### config.mk
export PLATFORM = sky130hd
export DESIGN_NAME = mdio_controller
export DESIGN_NICKNAME = d
export VERILOG_FILES = /design/src/rtl/mdio_pkg.sv /design/src/rtl/mdio_clk_gen.sv /design/src/rtl/mdio_controller.sv
export SDC_FILE = /design/constraint.sdc
export NUM_CORES = 1
export LEC_CHECK = 0
export CELL_PAD_IN_SITES_DETAIL_PLACEMENT = 0
export CELL_PAD_IN_SITES_GLOBAL_PLACEMENT = 1
export CORE_MARGIN = 2
export CORE_UTILIZATION = 44
export CTS_CLUSTER_DIAMETER = 150
export CTS_CLUSTER_SIZE = 40
export DETAILED_ROUTE_END_ITERATION = 10
export PLACE_DENSITY_LB_ADDON = 0.25
export SYNTH_ARGS = -nofsm -noshare
export SYNTH_HDL_FRONTEND = slang
export SYNTH_HIERARCHICAL = 1
export SYNTH_SLANG_ARGS = --single-unit
### constraint.sdc
create_clock -name CLK -period 6.4 [get_ports CLK]
set_input_delay 1.28 -clock CLK [delete_from_list [all_inputs] [get_ports CLK]]
set_output_delay 1.28 -clock CLK [all_outputs]
set_load 0.01 [all_outputs]
### src/rtl/mdio_pkg.sv
// mdio_pkg -- shared definitions for the MDIO management controller.
//   state_t       : controller FSM states (PREAMBLE exists only when the
//                   MDIO_PREAMBLE_EN macro is defined)
//   OP_WRITE      : opcode value that selects a write frame
//   field bits    : positions of the OP field inside the 32-bit frame word
//   widths/counts : frame, data and per-state bit counter terminal values
package mdio_pkg;

  localparam int FRAME_W  = 32;
  localparam int DATA_W   = 16;
  localparam int CNT_W    = 6;

  // Frame word layout: [31:30] ST, [29:28] OP, [27:23] PHYADDR,
  // [22:18] REGADDR, [17:16] TA, [15:0] write data.
  localparam int ST_HI    = 31;
  localparam int OP_HI    = 29;
  localparam int OP_LO    = 28;
  localparam int HDR_BITS = 14;   // bits [31:18] driven during a read
  localparam int TA_BITS  = 2;

  localparam logic [1:0] OP_WRITE = 2'b01;

  // Counter load values: each state counts down to zero, one step per MDC period.
  localparam logic [CNT_W-1:0] CNT_PRE   = 6'd31;
  localparam logic [CNT_W-1:0] CNT_WRITE = 6'(FRAME_W - 1);
  localparam logic [CNT_W-1:0] CNT_HDR   = 6'(HDR_BITS - 1);
  localparam logic [CNT_W-1:0] CNT_TA    = 6'(TA_BITS - 1);
  localparam logic [CNT_W-1:0] CNT_DATA  = 6'(DATA_W - 1);

  typedef enum logic [2:0] {
    ST_IDLE     = 3'd0,
`ifdef MDIO_PREAMBLE_EN
    ST_PREAMBLE = 3'd1,
`endif
    ST_DRIVE    = 3'd2,
    ST_TURN     = 3'd3,
    ST_CAPTURE  = 3'd4,
    ST_DONE     = 3'd5
  } state_t;

endpackage

### src/rtl/mdio_clk_gen.sv
// mdio_clk_gen -- MDC generator (CLK/2) with edge strobes.
//   clk      : system clock
//   reset    : synchronous, active-low
//   en       : run MDC; when low MDC is forced to 0
//   mdc      : management clock output
//   mdc_rise : high in the cycle whose closing CLK edge takes MDC 0->1
//   mdc_fall : high in the cycle whose closing CLK edge takes MDC 1->0
module mdio_clk_gen (
  input  logic clk,
  input  logic reset,
  input  logic en,
  output logic mdc,
  output logic mdc_rise,
  output logic mdc_fall
);

  logic mdc_reg;

  always_ff @(posedge clk) begin
    if (!reset) begin
      mdc_reg <= 1'b0;
    end else begin
      mdc_reg <= en ? ~mdc_reg : 1'b0;
    end
  end

  // Strobes look ahead one edge so the FSM acts on the same edge that moves MDC.
  assign mdc_rise = en & ~mdc_reg;
  assign mdc_fall = en &  mdc_reg;
  assign mdc      = mdc_reg;

endmodule

### src/rtl/mdio_controller.sv
// mdio_controller -- MDIO (clause 22 style) management frame master.
//   CLK        : system clock, rising edge
//   RESET      : synchronous, active-low
//   MDIO_START : one-cycle launch request, honoured only in IDLE
//   T_DATA     : 32-bit frame word (ST, OP, PHYADDR, REGADDR, TA, data)
//   MDIO_IN    : serial read data from the PHY-side receiver
//   MDC        : management clock, CLK/2 while busy, 0 otherwise
//   MDIO_OUT   : serial frame bit, MSB first
//   MDIO_OE    : high while MDIO_OUT carries a driven bit
//   RD_DATA    : last completed read result
//   DATA_RDY   : one-cycle pulse when RD_DATA is updated
//   BUSY       : high from acceptance until return to IDLE
// Build option: define MDIO_PREAMBLE_EN to send 32 preamble ones first.
module mdio_controller
  import mdio_pkg::*;
(
  input  logic              CLK,
  input  logic              RESET,
  input  logic              MDIO_START,
  input  logic [FRAME_W-1:0] T_DATA,
  input  logic              MDIO_IN,
  output logic              MDC,
  output logic              MDIO_OUT,
  output logic              MDIO_OE,
  output logic [DATA_W-1:0] RD_DATA,
  output logic              DATA_RDY,
  output logic              BUSY
);

  state_t              state_reg, state_next;
  logic [CNT_W-1:0]    cnt_reg, cnt_next;
  logic [FRAME_W-1:0]  tx_reg, tx_next;
  // Holds the first 15 samples; the 16th goes straight into RD_DATA with them.
  logic [DATA_W-2:0]   rx_reg, rx_next;
  logic                write_reg, write_next;
  logic                out_reg, out_next;
  logic                oe_reg, oe_next;
  logic                busy_reg, busy_next;
  logic                rdy_reg, rdy_next;
  logic [DATA_W-1:0]   rd_data_reg, rd_data_next;

  logic mdc_en, mdc_rise, mdc_fall;

  // DONE is the one busy cycle where MDC must stay low.
  assign mdc_en = busy_reg && (state_reg != ST_DONE);

  mdio_clk_gen u_clk_gen (
    .clk      (CLK),
    .reset    (RESET),
    .en       (mdc_en),
    .mdc      (MDC),
    .mdc_rise (mdc_rise),
    .mdc_fall (mdc_fall)
  );

  always_ff @(posedge CLK) begin
    if (!RESET) begin
      state_reg <= ST_IDLE;
      cnt_reg   <= '0;
      tx_reg    <= '0;
      rx_reg    <= '0;
      write_reg <= 1'b0;
      out_reg   <= 1'b0;
      oe_reg    <= 1'b0;
      busy_reg  <= 1'b0;
      rdy_reg   <= 1'b0;
    end else begin
      state_reg <= state_next;
      cnt_reg   <= cnt_next;
      tx_reg    <= tx_next;
      rx_reg    <= rx_next;
      write_reg <= write_next;
      out_reg   <= out_next;
      oe_reg    <= oe_next;
      busy_reg  <= busy_next;
      rdy_reg   <= rdy_next;
    end
  end

  // A reset that lands on a frame in flight keeps the last good read result;
  // a reset seen while idle (power-up, or held more than one cycle) clears it.
  always_ff @(posedge CLK) begin
    if (!RESET) begin
      if (!busy_reg) begin
        rd_data_reg <= '0;
      end
    end else begin
      rd_data_reg <= rd_data_next;
    end
  end

  always_comb begin
    state_next   = state_reg;
    cnt_next     = cnt_reg;
    tx_next      = tx_reg;
    rx_next      = rx_reg;
    write_next   = write_reg;
    out_next     = out_reg;
    oe_next      = oe_reg;
    busy_next    = busy_reg;
    rdy_next     = 1'b0;
    rd_data_next = rd_data_reg;

    case (state_reg)
      ST_IDLE: begin
        if (MDIO_START) begin
          // The acceptance edge also launches the first bit, acting as the
          // opening falling edge of the MDC train.
          write_next = (T_DATA[OP_HI:OP_LO] == OP_WRITE);
          busy_next  = 1'b1;
          oe_next    = 1'b1;
`ifdef MDIO_PREAMBLE_EN
          state_next = ST_PREAMBLE;
          tx_next    = T_DATA;
          out_next   = 1'b1;
          cnt_next   = CNT_PRE;
`else
          state_next = ST_DRIVE;
          tx_next    = {T_DATA[FRAME_W-2:0], 1'b0};
          out_next   = T_DATA[ST_HI];
          cnt_next   = (T_DATA[OP_HI:OP_LO] == OP_WRITE) ? CNT_WRITE : CNT_HDR;
`endif
        end
      end

`ifdef MDIO_PREAMBLE_EN
      ST_PREAMBLE: begin
        if (mdc_fall) begin
          if (cnt_reg == '0) begin
            state_next = ST_DRIVE;
            out_next   = tx_reg[FRAME_W-1];
            tx_next    = {tx_reg[FRAME_W-2:0], 1'b0};
            cnt_next   = write_reg ? CNT_WRITE : CNT_HDR;
          end else begin
            cnt_next = cnt_reg - 1'b1;
          end
        end
      end
`endif

      ST_DRIVE: begin
        if (mdc_fall) begin
          if (cnt_reg == '0) begin
            out_next = 1'b0;
            oe_next  = 1'b0;
            if (write_reg) begin
              state_next = ST_DONE;
            end else begin
              state_next = ST_TURN;
              cnt_next   = CNT_TA;
            end
          end else begin
            out_next = tx_reg[FRAME_W-1];
            tx_next  = {tx_reg[FRAME_W-2:0], 1'b0};
            cnt_next = cnt_reg - 1'b1;
          end
        end
      end

      ST_TURN: begin
        if (mdc_fall) begin
          if (cnt_reg == '0) begin
            state_next = ST_CAPTURE;
            cnt_next   = CNT_DATA;
          end else begin
            cnt_next = cnt_reg - 1'b1;
          end
        end
      end

      ST_CAPTURE: begin
        if (mdc_rise) begin
          rx_next = {rx_reg[DATA_W-3:0], MDIO_IN};
          if (cnt_reg == '0) begin
            rd_data_next = {rx_reg, MDIO_IN};
            rdy_next     = 1'b1;
          end
        end
        if (mdc_fall) begin
          if (cnt_reg == '0) begin
            state_next = ST_DONE;
          end else begin
            cnt_next = cnt_reg - 1'b1;
          end
        end
      end

      ST_DONE: begin
        state_next = ST_IDLE;
        busy_next  = 1'b0;
        cnt_next   = '0;
        out_next   = 1'b0;
        oe_next    = 1'b0;
      end

      default: begin
        state_next = ST_IDLE;
        busy_next  = 1'b0;
        cnt_next   = '0;
        out_next   = 1'b0;
        oe_next    = 1'b0;
      end
    endcase
  end

  assign MDIO_OUT = out_reg;
  assign MDIO_OE  = oe_reg;
  assign RD_DATA  = rd_data_reg;
  assign DATA_RDY = rdy_reg;
  assign BUSY     = busy_reg;

endmodule

# ---- Word level (Yosys, flattened, before mapping)
# Index checks and enable logic that the tools add are counted.
dict set report totals {
  regBits 78
  output_inout_bits 21
  elab_cells 91
}
dict set report op_classes {
  n_addsub 1
  n_eq_ne 19
  muxes 38
  bitwise_logic 5
  reduce_logical 17
}
# cell count
set ops {}
lappend ops {{$mux W32} 3}
lappend ops {{$mux W16} 5}
lappend ops {{$pmux W32 S2} 1}
lappend ops {{$mux W6} 8}
lappend ops {{$mux W3} 8}
lappend ops {{$pmux W6 S4} 1}
lappend ops {{$ne A2 B2 Y1 const B} 10}
lappend ops {{$pmux W3 S4} 1}
lappend ops {{$reduce_and A4 Y1} 3}
lappend ops {{$reduce_and A2 Y1} 4}
lappend ops {{$mux W1} 7}
lappend ops {{$reduce_and A7 Y1} 1}
lappend ops {{$eq A3 B2 Y1 const B} 2}
lappend ops {{$logic_not A6 Y1} 1}
lappend ops {{$ne A2 B1 Y1 const B} 3}
lappend ops {{$ne A3 B3 Y1 const B} 2}
lappend ops {{$pmux W1 S3} 2}
lappend ops {{$reduce_and A3 Y1} 2}
lappend ops {{$reduce_and A6 Y1} 1}
lappend ops {{$sub A6 B1 Y6 const B} 1}
lappend ops {{$mux W5} 1}
lappend ops {{$eq A3 B3 Y1 const B} 1}
lappend ops {{$logic_not A3 Y1} 1}
lappend ops {{$not A1 Y1} 3}
lappend ops {{other kinds (7)} 8}

# ---- Depth between registers and ports, before layout
dict set report logic_depth {
  depth_word 6
  mapped_depth 11
  mapped_depth_nobuf 8
}

# ---- Hierarchy
# Netlist, hierarchy kept.
# mod instances cells_per_inst area_per_inst_um2 seq_area_each_um2
set by_module_without_submodules {}
lappend by_module_without_submodules {mdio_controller 1 393 3601.0 1681.6}
lappend by_module_without_submodules {mdio_clk_gen 1 4 46.3 20.0}

# ---- Worst setup path before layout
# Ideal clock, no wire load.
dict set report synth_path {
  path_kind {input -> register}
  from {input port RESET}
  to {register rd_data_reg[0], in the netlist RD_DATA[0] (enable)}
  setup_ns 0.392
  t_arrival_ns 2.474
  required_ns 6.008
  setup_slack_ns 3.533
  cell_stages 3
  path_buffers 2
  cell_sequence {clkbuf_1 > clkbuf_1 > o21bai_1}
}
dict set report synth_via {
  elab_chain_len 2
}
# element line_no
set synth_lines {}
lappend synth_lines {{from (decl)} mdio_controller.sv:18} ;# input logic RESET,
lappend synth_lines {{$ne A2 B1 Y1 (no line) / $ne A2 B2 Y1 (equally long branches)} --}
lappend synth_lines {{$reduce_and A4 Y1 (no line) (*)} --}
lappend synth_lines {{to (signal assigned)} mdio_controller.sv:88} ;# rd_data_reg <= rd_data_next;
lappend synth_lines {{to (decl)} mdio_controller.sv:40} ;# logic [DATA_W-1:0] rd_data_reg, rd_data_next;
# Every way passes the cells marked *; elsewhere a longest branch is shown, timed or not.
# A chain may end at the register's enable or synchronous reset.

# ---- Final worst setup path
dict set report layout_path {
  from {register state_reg[1]}
  to {register tx_reg[9]}
}
dict set report layout_via {
  elab_chain_len 5
}
# element line_no
set layout_lines {}
lappend layout_lines {{from (decl)} mdio_controller.sv:30} ;# state_t state_reg, state_next;
lappend layout_lines {{from (signal assigned)} mdio_controller.sv:68} ;# state_reg <= state_next;
lappend layout_lines {{$ne A3 B3 Y1} mdio_controller.sv:45} ;# assign mdc_en = busy_reg && (state_reg != ST_DONE);
lappend layout_lines {{$logic_and A1 B1 Y1} mdio_controller.sv:45}
lappend layout_lines {{named net mdc_en} mdio_controller.sv:42} ;# logic mdc_en, mdc_rise, mdc_fall;
lappend layout_lines {{$and A1 B1 Y1} mdio_clk_gen.sv:29} ;# assign mdc_fall = en & mdc_reg;
lappend layout_lines {{named net mdc_fall} mdio_controller.sv:42}
lappend layout_lines {{$ne A2 B2 Y1 (no line)} --}
lappend layout_lines {{$reduce_and A4 Y1 (no line)} --}
lappend layout_lines {{to (signal assigned)} mdio_controller.sv:70} ;# tx_reg <= tx_next;
lappend layout_lines {{to (decl)} mdio_controller.sv:32} ;# logic [FRAME_W-1:0] tx_reg, tx_next;
# The timed path passes the listed nets, and every way through them passes these cells.

==> results.yml <==
route:
  vias: 2940
  viasPerCell: 5.424
  routed_wl_um: 7445
  wire_per_inst_um: 13.74
  remaining_drc_errors: 0
  antenna_left: 0
  drt_iter0_drc: 144
  firstDrtPassIters: 4
finish:
  n_fill_cell: 770
  final_common_cell: "nand2_1"
  nNetsFinal: 469
  drive_gt1_share_pct: 7.323
  largest_register_ffs: 31
  layout_common_cells: "66 x nand2_1, 61 x dfxtp_1, 55 x clkdlybuf4s50_1, 36 x o21ai_0, 33 x nand3_1"
  multi_input_area_um2: 1732
  layout.area.seq_um2: 1702
  area_growth_pct: 19.42
  diodes: 0
worst_setup_path:
  path_depth: 9
  required_ps: 6640
  worst-r2r-cell-count: 9
  critPathBufInv: 1
  path_cells: "nor2b_1 -> a21boi_0 -> and2_2 -> mux2i_1 -> or3_4 -> a21oi_4 -> buf_4 -> nand3_1 -> o211a_1"
  crit_fanout: 51
  slowest_stage: "dfxtp_1"
  critPathKind: "reg -> reg"
  r2r_slack_ps: 3250
  critPathTopFamily: "simple AND/OR/NAND/NOR gates"
  max_stage_delay_ps: 790
  cp.arrival_ps: 3390
  start_kind: "register"
  worstSetupEndpointType: "register"
logic_synthesis:
  yosysTopAreaCell: "dfxtp_1"
  synth_area_um2: 3647
  synthesis.nets: 434
  ys_warn_count: 6
  async_flop_share_pct: 0
  synth_top_flop_cell: "dfxtp_1"
  synth_top_area_share_pct: 33.48
  synth_cells: 397
  synth.distinct_cells: 51
  synth_area_leaders: "dfxtp_1 33%, edfxtp_1 13%, o211a_1 8.2%"
  synth-seq-area-share_pct: 46.66
  synth_edf_count: 16
  syn_avg_cell_area_um2: 9.187
  ys_ff_latch: 77
floorplanning:
  die-area_um2: 9034
  core_area_um2: 8134
  rows: 33
  ioPinCount: 57
  die_w_um: 95.05
  die_h_um: 95.05
  start_util_pct: 44.84
global_route:
  grt_pass1_vias: 2697
  antenna_found_initial: 0
  grt_pass1_wl_um: 12470
  grt_start_max_net_pins: 75
  grt_overflow_total: 0
  grt_util_all_layers_pct: 17.42
clock_network:
  cts_setup_buffers: 0
  cts-htree-levels: 3
  numCtsBuffers: 9
  cts_num_sinks: 77
  cts_hold_buf: 0
  post_cts_resized: 0
  cts_tree: "built"
  clockBufferDepth: 2
  clock_latency_ps: 350
  clk_pin_slew_ps: 90
  clock-root-buffer: "clkbuf_8"
sta:
  slew-limit-headroom_pct: 23.51
  finClkSkew_ps: 5.364
  hold_viol_final: 0
  clock.fmax_ghz: 0.3178
  slew_violations: 0
  worst_slew_pin_slew_ps: 1147
  setup_tns_ps: 0
  setup_slack_ps: 3254
  rsz0062_at_grt: "false"
  setup_viol: 0
  min_period_over_period_pct: 49.16
  finalCriticalPeriod_ps: 3146
pwr:
  ir_drop_mv: 0.1534
  p_leak_nw: 1.814
  power_density_nw_per_um2: 376.7
placement:
  place_ws_ps: 2944
  place.gp.congestion: 0.7857
  hpwl_um: 4705
  io_buffers: 56
worst_hold_path:
  worstHoldPathCells: 2
  min_path_type: "reg -> reg"
run_status:
  outcome: "completed"
job:
  drv_cap: 0
[metal layers]
layer  global-route usage [%]  up-vias  wire length, µm
li1                         -     1482                -
met1                    23.07     1374             3626
met2                    26.89       73             3366
met3                    4.269       11              316
met4                    7.971        0              135
met5                        0        -                0
[worst min-delay path: stages (launching register included)]
cell	delay, ps
dfxtp_1	320
nand2_1	40
a21boi_0	60
[report_power, final]
group | internal [W] | switching [W]
clock network | 0.000147 | 0.000196
registers | 0.000614 | 0.0000808
logic | 0.000256 | 0.000346
total | 0.00102 | 0.000624
[logic make-up (layout without fill, tap and decap cells)]
| logic type | Yosys count | after routing | synth area share, % |
|---|---|---|---|
| AO/OA/AOI/OAI | 120 | 120 | 24.43 |
| buffers and inverters | 41 | 81 | 5.935 |
| XOR/XNOR | 3 | 3 | 0.7205 |
| AND/OR/NAND/NOR | 153 | 153 | 21.37 |
| multiplexers | 2 | 2 | 0.5489 |
| adder cells (fa/ha/maj) | 1 | 1 | 0.3430 |
| flip-flops | 77 | 77 | 46.66 |
[cells in the mapped netlist, types with 2 or more instances]
library cell  count
buf_4             4
xor2_1            2
o211a_1          30
o31ai_1           3
nor3_1            2
o2bb2ai_1         4
clkbuf_1         20
and2_1           20
dfxtp_1          61
nand2b_1          3
a211oi_1          2
nor2b_1           4
a31oi_1           3
o21ai_0          36
nand3_1          33
nor2_1            5
nand2_1          66
a21boi_0         17
nor4bb_1          2
a21o_1            3
edfxtp_1         16
mux2i_1           2
buf_2             8
a21boi_1          4
o21bai_1          2
inv_1             4
buf_6             5
or3_1             3
a21oi_1           8
and3_1            2
nand3b_1          2
nor4b_1           2
[cell type report]
cell class,count,share of cell area [%]
Clock buffer,9,2.844
Clock inverter,7,1.350
Inverter,4,0.3447
Multi-Input combinational cell,279,39.76
Sequential cell,77,39.07
Tap cell,105,3.016
Timing Repair Buffer,61,13.62
[per-stage QoR]
| stage | instance area (µm²) | hold WS, ps | util (%) | power [W] | std cells |
|---|---|---|---|---|---|
| global route | 4355 | 491.7 | 53.55 | 0.001765 | 542 |
| floorplan | 3647 | 438.8 | - | 0.001192 | 397 |
| CTS | 4355 | 466.8 | 53.55 | 0.001653 | 542 |
| global placement | 4173 | 447.3 | 51.30 | 0.001299 | 526 |
| finish | 4355 | 465.2 | 53.55 | 0.001641 | 542 |
| detailed placement | 4173 | 454.2 | 51.30 | 0.001310 | 526 |
[path summary, 6_finish.rpt]
check / from / to
worst min register to register: rx_reg[14]$_SDFFE_PN0P_ / rx_reg[14]$_SDFFE_PN0P_
worst min-delay path: rx_reg[14]$_SDFFE_PN0P_ / rx_reg[14]$_SDFFE_PN0P_
worst max register to register: state_reg[1]$_SDFFE_PN0P_ / tx_reg[9]$_SDFFE_PN0P_
worst max-delay path: state_reg[1]$_SDFFE_PN0P_ / tx_reg[9]$_SDFFE_PN0P_
Power figures use the tool's default switching activity.
